$ cat config.mk
export PLATFORM = sky130hd
export DESIGN_NAME = uart_rx_engine_flat
export DESIGN_NICKNAME = d
export VERILOG_FILES = /design/src/rtl/uart_rx_if.sv /design/src/rtl/uart_rx_engine.sv /design/src/flat_wrapper.sv
export SDC_FILE = /design/constraint.sdc
export NUM_CORES = 1
export LEC_CHECK = 0
export ABC_AREA = 0
export CORE_ASPECT_RATIO = 0.6
export CORE_UTILIZATION = 30
export DETAILED_ROUTE_END_ITERATION = 8
export SLEW_MARGIN = 20
export SYNTH_ARGS = -nofsm -noshare
export SYNTH_HDL_FRONTEND = slang
export SYNTH_SLANG_ARGS = --single-unit
$ cat constraint.sdc
create_clock -name clk -period 3.3 [get_ports clk]
set_clock_uncertainty 0.1 [all_clocks]
set_input_delay 0.33 -clock clk [delete_from_list [all_inputs] [get_ports clk]]
set_output_delay 0.33 -clock clk [all_outputs]
set_load 0.01 [all_outputs]
$ cat src/rtl/uart_rx_if.sv
// Serial line plus received-word bundle between the UART receive engine and its consumer.
interface uart_rx_if #(
    parameter int DATA_BITS = 8
);
    logic                 rx;
    logic [DATA_BITS-1:0] rx_data;
    logic                 rx_valid;
    logic                 parity_err;
    logic                 frame_err;
    logic                 busy;

    modport master (
        input  rx,
        output rx_data, rx_valid, parity_err, frame_err, busy
    );

    modport slave (
        output rx,
        input  rx_data, rx_valid, parity_err, frame_err, busy
    );
endinterface

$ cat src/rtl/uart_rx_engine.sv
// UART receiver: synchronised serial line in, one-clock valid strobe with word and error flags out.
// Optional UART_RX_MAJORITY_VOTE_EN: 3-sample majority vote on every bit decision.
module uart_rx_engine #(
    parameter int CLKS_PER_BIT = 434,
    parameter int DATA_BITS    = 8,
    parameter int PARITY_MODE  = 0,
    parameter int STOP_BITS    = 1
) (
    input  logic       clk,
    input  logic       reset,
    uart_rx_if.master  bus
);
    localparam int CNT_W = $clog2(CLKS_PER_BIT);
    localparam int IDX_W = $clog2(DATA_BITS + 1);
    localparam logic [CNT_W-1:0] H_CNT     = CNT_W'(CLKS_PER_BIT / 2 - 1);
    localparam logic [CNT_W-1:0] F_CNT     = CNT_W'(CLKS_PER_BIT - 1);
    localparam logic [IDX_W-1:0] LAST_DATA = IDX_W'(DATA_BITS - 1);
    localparam logic [IDX_W-1:0] LAST_STOP = IDX_W'(STOP_BITS - 1);

    typedef enum logic [2:0] {
        IDLE, START, DATA, PARITY, STOP, DONE
    } state_t;

    state_t               state;
    logic [CNT_W-1:0]     cnt;
    logic [IDX_W-1:0]     bit_idx;
    logic [DATA_BITS-1:0] shift_q;
    logic                 par_pend;
    logic                 frm_pend;
    logic                 rx_m, rx_s, rx_d;
    logic                 start_det;
    logic                 sample;
    logic                 at_h, at_f;

    function automatic logic parity_error(input logic [DATA_BITS-1:0] d, input logic p);
        if (PARITY_MODE == 1)
            return ~(^d ^ p);
        else
            return ^d ^ p;
    endfunction

    // Two-flop synchroniser followed by the edge-history flop; runs in every state
    always_ff @(posedge clk or posedge reset) begin
        if (reset) begin
            rx_m <= 1'b1;
            rx_s <= 1'b1;
            rx_d <= 1'b1;
        end else begin
            rx_m <= bus.rx;
            rx_s <= rx_m;
            rx_d <= rx_s;
        end
    end

    assign start_det = rx_d & ~rx_s;

`ifdef UART_RX_MAJORITY_VOTE_EN
    logic tap1, tap2;

    function automatic logic majority3(input logic a, input logic b, input logic c);
        return (a & b) | (a & c) | (b & c);
    endfunction

    always_ff @(posedge clk or posedge reset) begin
        if (reset) begin
            tap1 <= 1'b1;
            tap2 <= 1'b1;
        end else begin
            tap1 <= rx_s;
            tap2 <= tap1;
        end
    end

    assign sample = majority3(tap2, tap1, rx_s);
`else
    assign sample = rx_s;
`endif

    assign at_h = (cnt == H_CNT);
    assign at_f = (cnt == F_CNT);

    always_ff @(posedge clk or posedge reset) begin
        if (reset) begin
            state          <= IDLE;
            cnt            <= '0;
            bit_idx        <= '0;
            shift_q        <= '0;
            par_pend       <= 1'b0;
            frm_pend       <= 1'b0;
            bus.rx_data    <= '0;
            bus.rx_valid   <= 1'b0;
            bus.parity_err <= 1'b0;
            bus.frame_err  <= 1'b0;
            bus.busy       <= 1'b0;
        end else begin
            bus.rx_valid <= 1'b0;
            case (state)
                IDLE: begin
                    cnt     <= '0;
                    bit_idx <= '0;
                    if (start_det) begin
                        state    <= START;
                        bus.busy <= 1'b1;
                    end
                end
                START: begin
                    if (at_h) begin
                        cnt      <= '0;
                        bit_idx  <= '0;
                        par_pend <= 1'b0;
                        frm_pend <= 1'b0;
                        // A high centre sample means the falling edge was a glitch
                        if (sample) begin
                            state    <= IDLE;
                            bus.busy <= 1'b0;
                        end else begin
                            state <= DATA;
                        end
                    end else begin
                        cnt <= cnt + 1'b1;
                    end
                end
                DATA: begin
                    if (at_f) begin
                        cnt     <= '0;
                        shift_q <= {sample, shift_q[DATA_BITS-1:1]};
                        if (bit_idx == LAST_DATA) begin
                            bit_idx <= '0;
                            state   <= (PARITY_MODE != 0) ? PARITY : STOP;
                        end else begin
                            bit_idx <= bit_idx + 1'b1;
                        end
                    end else begin
                        cnt <= cnt + 1'b1;
                    end
                end
                PARITY: begin
                    if (at_f) begin
                        cnt      <= '0;
                        par_pend <= parity_error(shift_q, sample);
                        state    <= STOP;
                    end else begin
                        cnt <= cnt + 1'b1;
                    end
                end
                STOP: begin
                    if (at_f) begin
                        cnt <= '0;
                        if (!sample)
                            frm_pend <= 1'b1;
                        if (bit_idx == LAST_STOP) begin
                            bit_idx <= '0;
                            state   <= DONE;
                        end else begin
                            bit_idx <= bit_idx + 1'b1;
                        end
                    end else begin
                        cnt <= cnt + 1'b1;
                    end
                end
                DONE: begin
                    bus.rx_data    <= shift_q;
                    bus.parity_err <= par_pend;
                    bus.frame_err  <= frm_pend;
                    bus.rx_valid   <= 1'b1;
                    bus.busy       <= 1'b0;
                    cnt            <= '0;
                    state          <= IDLE;
                end
                default: begin
                    state    <= IDLE;
                    cnt      <= '0;
                    bit_idx  <= '0;
                    bus.busy <= 1'b0;
                end
            endcase
        end
    end
endmodule

$ cat src/flat_wrapper.sv
// flat-port wrapper written by rule: the top's interface ports become plain ports
module uart_rx_engine_flat 
#(
    parameter int CLKS_PER_BIT = 434,
    parameter int DATA_BITS    = 8,
    parameter int PARITY_MODE  = 0,
    parameter int STOP_BITS    = 1
)
  (clk, reset, bus_rx, bus_rx_data, bus_rx_valid, bus_parity_err, bus_frame_err, bus_busy);
  uart_rx_if #(.DATA_BITS(DATA_BITS)) bus_i ();
  input  logic clk;
  input  logic reset;
  input wire logic [$bits(bus_i.rx)-1:0] bus_rx;
  output wire logic [$bits(bus_i.rx_data)-1:0] bus_rx_data;
  output wire logic [$bits(bus_i.rx_valid)-1:0] bus_rx_valid;
  output wire logic [$bits(bus_i.parity_err)-1:0] bus_parity_err;
  output wire logic [$bits(bus_i.frame_err)-1:0] bus_frame_err;
  output wire logic [$bits(bus_i.busy)-1:0] bus_busy;
  assign bus_i.rx = bus_rx;
  assign bus_rx_data = bus_i.rx_data;
  assign bus_rx_valid = bus_i.rx_valid;
  assign bus_parity_err = bus_i.parity_err;
  assign bus_frame_err = bus_i.frame_err;
  assign bus_busy = bus_i.busy;
  uart_rx_engine #(.CLKS_PER_BIT(CLKS_PER_BIT), .DATA_BITS(DATA_BITS), .PARITY_MODE(PARITY_MODE), .STOP_BITS(STOP_BITS)) u_core (.clk(clk), .reset(reset), .bus(bus_i));
endmodule
==> flow_summary.json <==
{
  "tightestPinTransition_ns": 0.612,
  "crit_slowest_cell": "or3_1",
  "max_freq_mhz": 431,
  "slowest_delay_ns": 0.55,
  "min_from": "u_core.rx_m$_DFF_PP1_",
  "critPathKind": "register to register",
  "top_layer": "met4",
  "maxCapViolCount": 0,
  "slew_headroom": 0.586,
  "synth_edf_count": 0,
  "synth_area_per_cell_um2": 11.6,
  "layout_setup_ws_ns": 0.981,
  "pre_cts_slack_ns": 0.989,
  "die_area_um2": 6970,
  "setup.worst_path.end": "u_core.shift_q[0]$_DFFE_PP0P_",
  "gp_congestion": 0.758,
  "drt-total-wl_um": 3740,
  "cts_hold_buf": 0,
  "rsz0062_at_grt": "false",
  "cts_root_buffer": "clkbuf_8",
  "die-width_um": 107,
  "clock_latency_ns": 0.29,
  "avgRoutedWirePerCell_um": 13.7,
  "track_usage": 0.122,
  "start_util": 0.318,
  "nets": 196,
  "worstSetupPathDepth": 6,
  "start_kind": "register",
  "end_kind": "register",
  "grt_max_degree": 29,
  "syn_nets": 179,
  "tns_ns": 0,
  "io_pins": 15,
  "avgViaCountPerCell": 4.73,
  "htree_levels": 2,
  "wl_met1_um": 2180,
  "cts_sinks": 41,
  "crit_chain": "inv_1 > ha_1 > nand4b_1 > or3_1 > nor3_4 > mux2_2",
  "vias": 1290,
  "antenna_found_initial": 0,
  "reg2reg_from": "u_core.cnt[1]$_DFF_PP0_",
  "post_cts_buffers": 0,
  "port_buffers": 14,
  "die_y_um": 65.1,
  "rrSetupSlack_ns": 0.98,
  "drt_iter0_drc": 50,
  "cts.path.max_buffers": 2,
  "setup-violations-final": 0,
  "yosysWarnings": 0,
  "postLayoutCoreUtil": 0.367,
  "cts_buffers": 5,
  "hold_viol_final": 0,
  "ant_nets": 0,
  "r2r-end": "u_core.shift_q[0]$_DFFE_PP0P_",
  "crit_fanout": 8,
  "ff2ff_path_depth": 6,
  "cp_num_buf_inv": 1,
  "async_flop_share": 1.00,
  "route.met2.wl_um": 1320,
  "grt_pass1_wl_um": 6440,
  "power_density_nw_per_um2": 539,
  "slew_violations": 0,
  "cts-resized-gates": 0,
  "hold_path_class": "register to register",
  "netlist_area_um2": 1990,
  "yosysSeqAreaShare": 0.518,
  "cp.arrival_ns": 2.39,
  "finalCriticalPeriod_ns": 2.32,
  "status": "completed",
  "cts_tree": "yes",
  "rows": 22,
  "synth_ff_type": "dfrtp_1",
  "drive_gt1_frac": 0.164,
  "ys_ff_latch": 41,
  "peakVddDrop_uv": 187,
  "crit_family": "simple AND/OR/NAND/NOR gates",
  "area_delta_synth_final_pct": 15.4,
  "syn_inst": 171,
  "worstPathRequired_ns": 3.37,
  "drcViolationCount": 0,
  "antennaDiodeCount": 0,
  "critPathLaunch": "u_core.cnt[1]$_DFF_PP0_",
  "clk_pin_slew_ns": 0.08,
  "gr-total-overflow": 0,
  "routed-wl-met3_um": 188,
  "dp_hpwl_um": 2710,
  "coreArea_um2": 6250,
  "fin_crit_sh": 0.703,
  "dr.pass1.iters": 4,
  "grt_pass1_vias": 1264,
  "p_leak_nw": 1.05,
  "synth_cell_types": 48
}
==> flip-flops by register name, summed over array words and instances (netlist names) <==
name and count:
u_core.bit_idx 4, u_core.bus.busy 1, u_core.bus.frame_err 1, u_core.bus.parity_err 1, u_core.bus.rx_data 8, u_core.bus.rx_valid 1
u_core.cnt 9, u_core.frm_pend 1, u_core.par_pend 1, u_core.rx_d 1, u_core.rx_m 1, u_core.rx_s 1
u_core.shift_q 8, u_core.state 3
==> cell families after synthesis <==
group                      share of synthesized area
adders and majority gates                     0.0314
xor gates and xnor gates                      0.0730
and+or+nand+nor                                0.153
buffers and inverters                         0.0302
muxes                                          0.108
DFF                                            0.518
AOI/OAI and AO/OA                             0.0874
==> cell usage after synthesis (2+ instances only) <==
| library cell | count | area, µm² |
|---|---|---|
| clkbuf_1 | 3 | 11.3 |
| nand3_1 | 6 | 30.0 |
| mux2_2 | 19 | 214 |
| o211ai_1 | 2 | 15.0 |
| dfrtp_1 | 38 | 951 |
| nand2b_1 | 2 | 12.5 |
| nor2_1 | 16 | 60.1 |
| dfstp_2 | 3 | 78.8 |
| xor2_1 | 5 | 43.8 |
| nand2_1 | 6 | 22.5 |
| nand4_1 | 3 | 18.8 |
| inv_1 | 9 | 33.8 |
| o21ai_0 | 2 | 10.0 |
| ha_1 | 5 | 62.6 |
| nor3_1 | 2 | 10.0 |
| a22oi_1 | 2 | 15.0 |
| xnor2_1 | 9 | 78.8 |
| a21oi_1 | 2 | 10.0 |
| o31ai_1 | 2 | 15.0 |
| nor4b_1 | 2 | 17.5 |
| nor2b_1 | 5 | 31.3 |
| nor3b_1 | 2 | 15.0 |
==> through the flow <==
stage | instance area (µm²) | hold slack, ns | total power [W] | cells
CTS | 2300 | 0.260 | 0.00125 | 273
finish | 2300 | 0.259 | 0.00124 | 273
global route | 2300 | 0.264 | 0.00132 | 273
global placement | 2220 | 0.248 | 0.000919 | 265
detailed placement | 2220 | 0.249 | 0.000925 | 265
floorplan | 1990 | 0.234 | 0.000846 | 171
==> power breakdown <==
| part | switching [W] | leakage (nW) | internal, W |
|---|---|---|---|
| Clock | 0.000165 | 0.0395 | 0.000150 |
| Combinational | 0.000194 | 0.455 | 0.000124 |
| Sequential | 0.0000651 | 0.551 | 0.000537 |
==> routing by layer <==
layer,global-route usage,up-vias
met3,0.0352,4
met5,0,-
li1,-,638
met4,0.0411,0
met1,0.195,616
met2,0.148,32
==> how the worst min path moves through the flow <==
stage	end	slack (ns)	cells past startpoint
floorplan	u_core.rx_m$_DFF_PP1_	0.23	0
global placement	u_core.rx_s$_DFF_PP1_	0.25	0
detailed placement	u_core.rx_s$_DFF_PP1_	0.25	0
CTS	u_core.rx_s$_DFF_PP1_	0.26	0
global route	u_core.rx_s$_DFF_PP1_	0.26	0
finish	u_core.rx_s$_DFF_PP1_	0.26	0
==> final cells by class <==
class | instances | area, µm²
Clock buffer | 8 | 80.1
Tap cell | 84 | 105
Timing Repair Buffer | 15 | 148
Fill cell | 629 | 3950
Sequential cell | 41 | 1030
Multi-Input combinational cell | 116 | 900
Inverter | 9 | 33.8
==> cells in the final DEF, fill, tap and decap left out, types with 2 or more instances in the layout <==
master,netlist,routed
a21oi_1,2,2
a22oi_1,2,2
clkbuf_1,3,3
clkbuf_8,0,5
clkdlybuf4s50_1,0,14
dfrtp_1,38,38
dfstp_2,3,3
ha_1,5,5
inv_1,9,9
mux2_2,19,19
nand2_1,6,6
nand2b_1,2,2
nand3_1,6,6
nand4_1,3,3
nor2_1,16,16
nor2b_1,5,5
nor3_1,2,2
nor3b_1,2,2
nor4b_1,2,2
o211ai_1,2,2
o21ai_0,2,2
o31ai_1,2,2
xnor2_1,9,9
xor2_1,5,5
No activity file was read; power rests on OpenSTA's default activity.
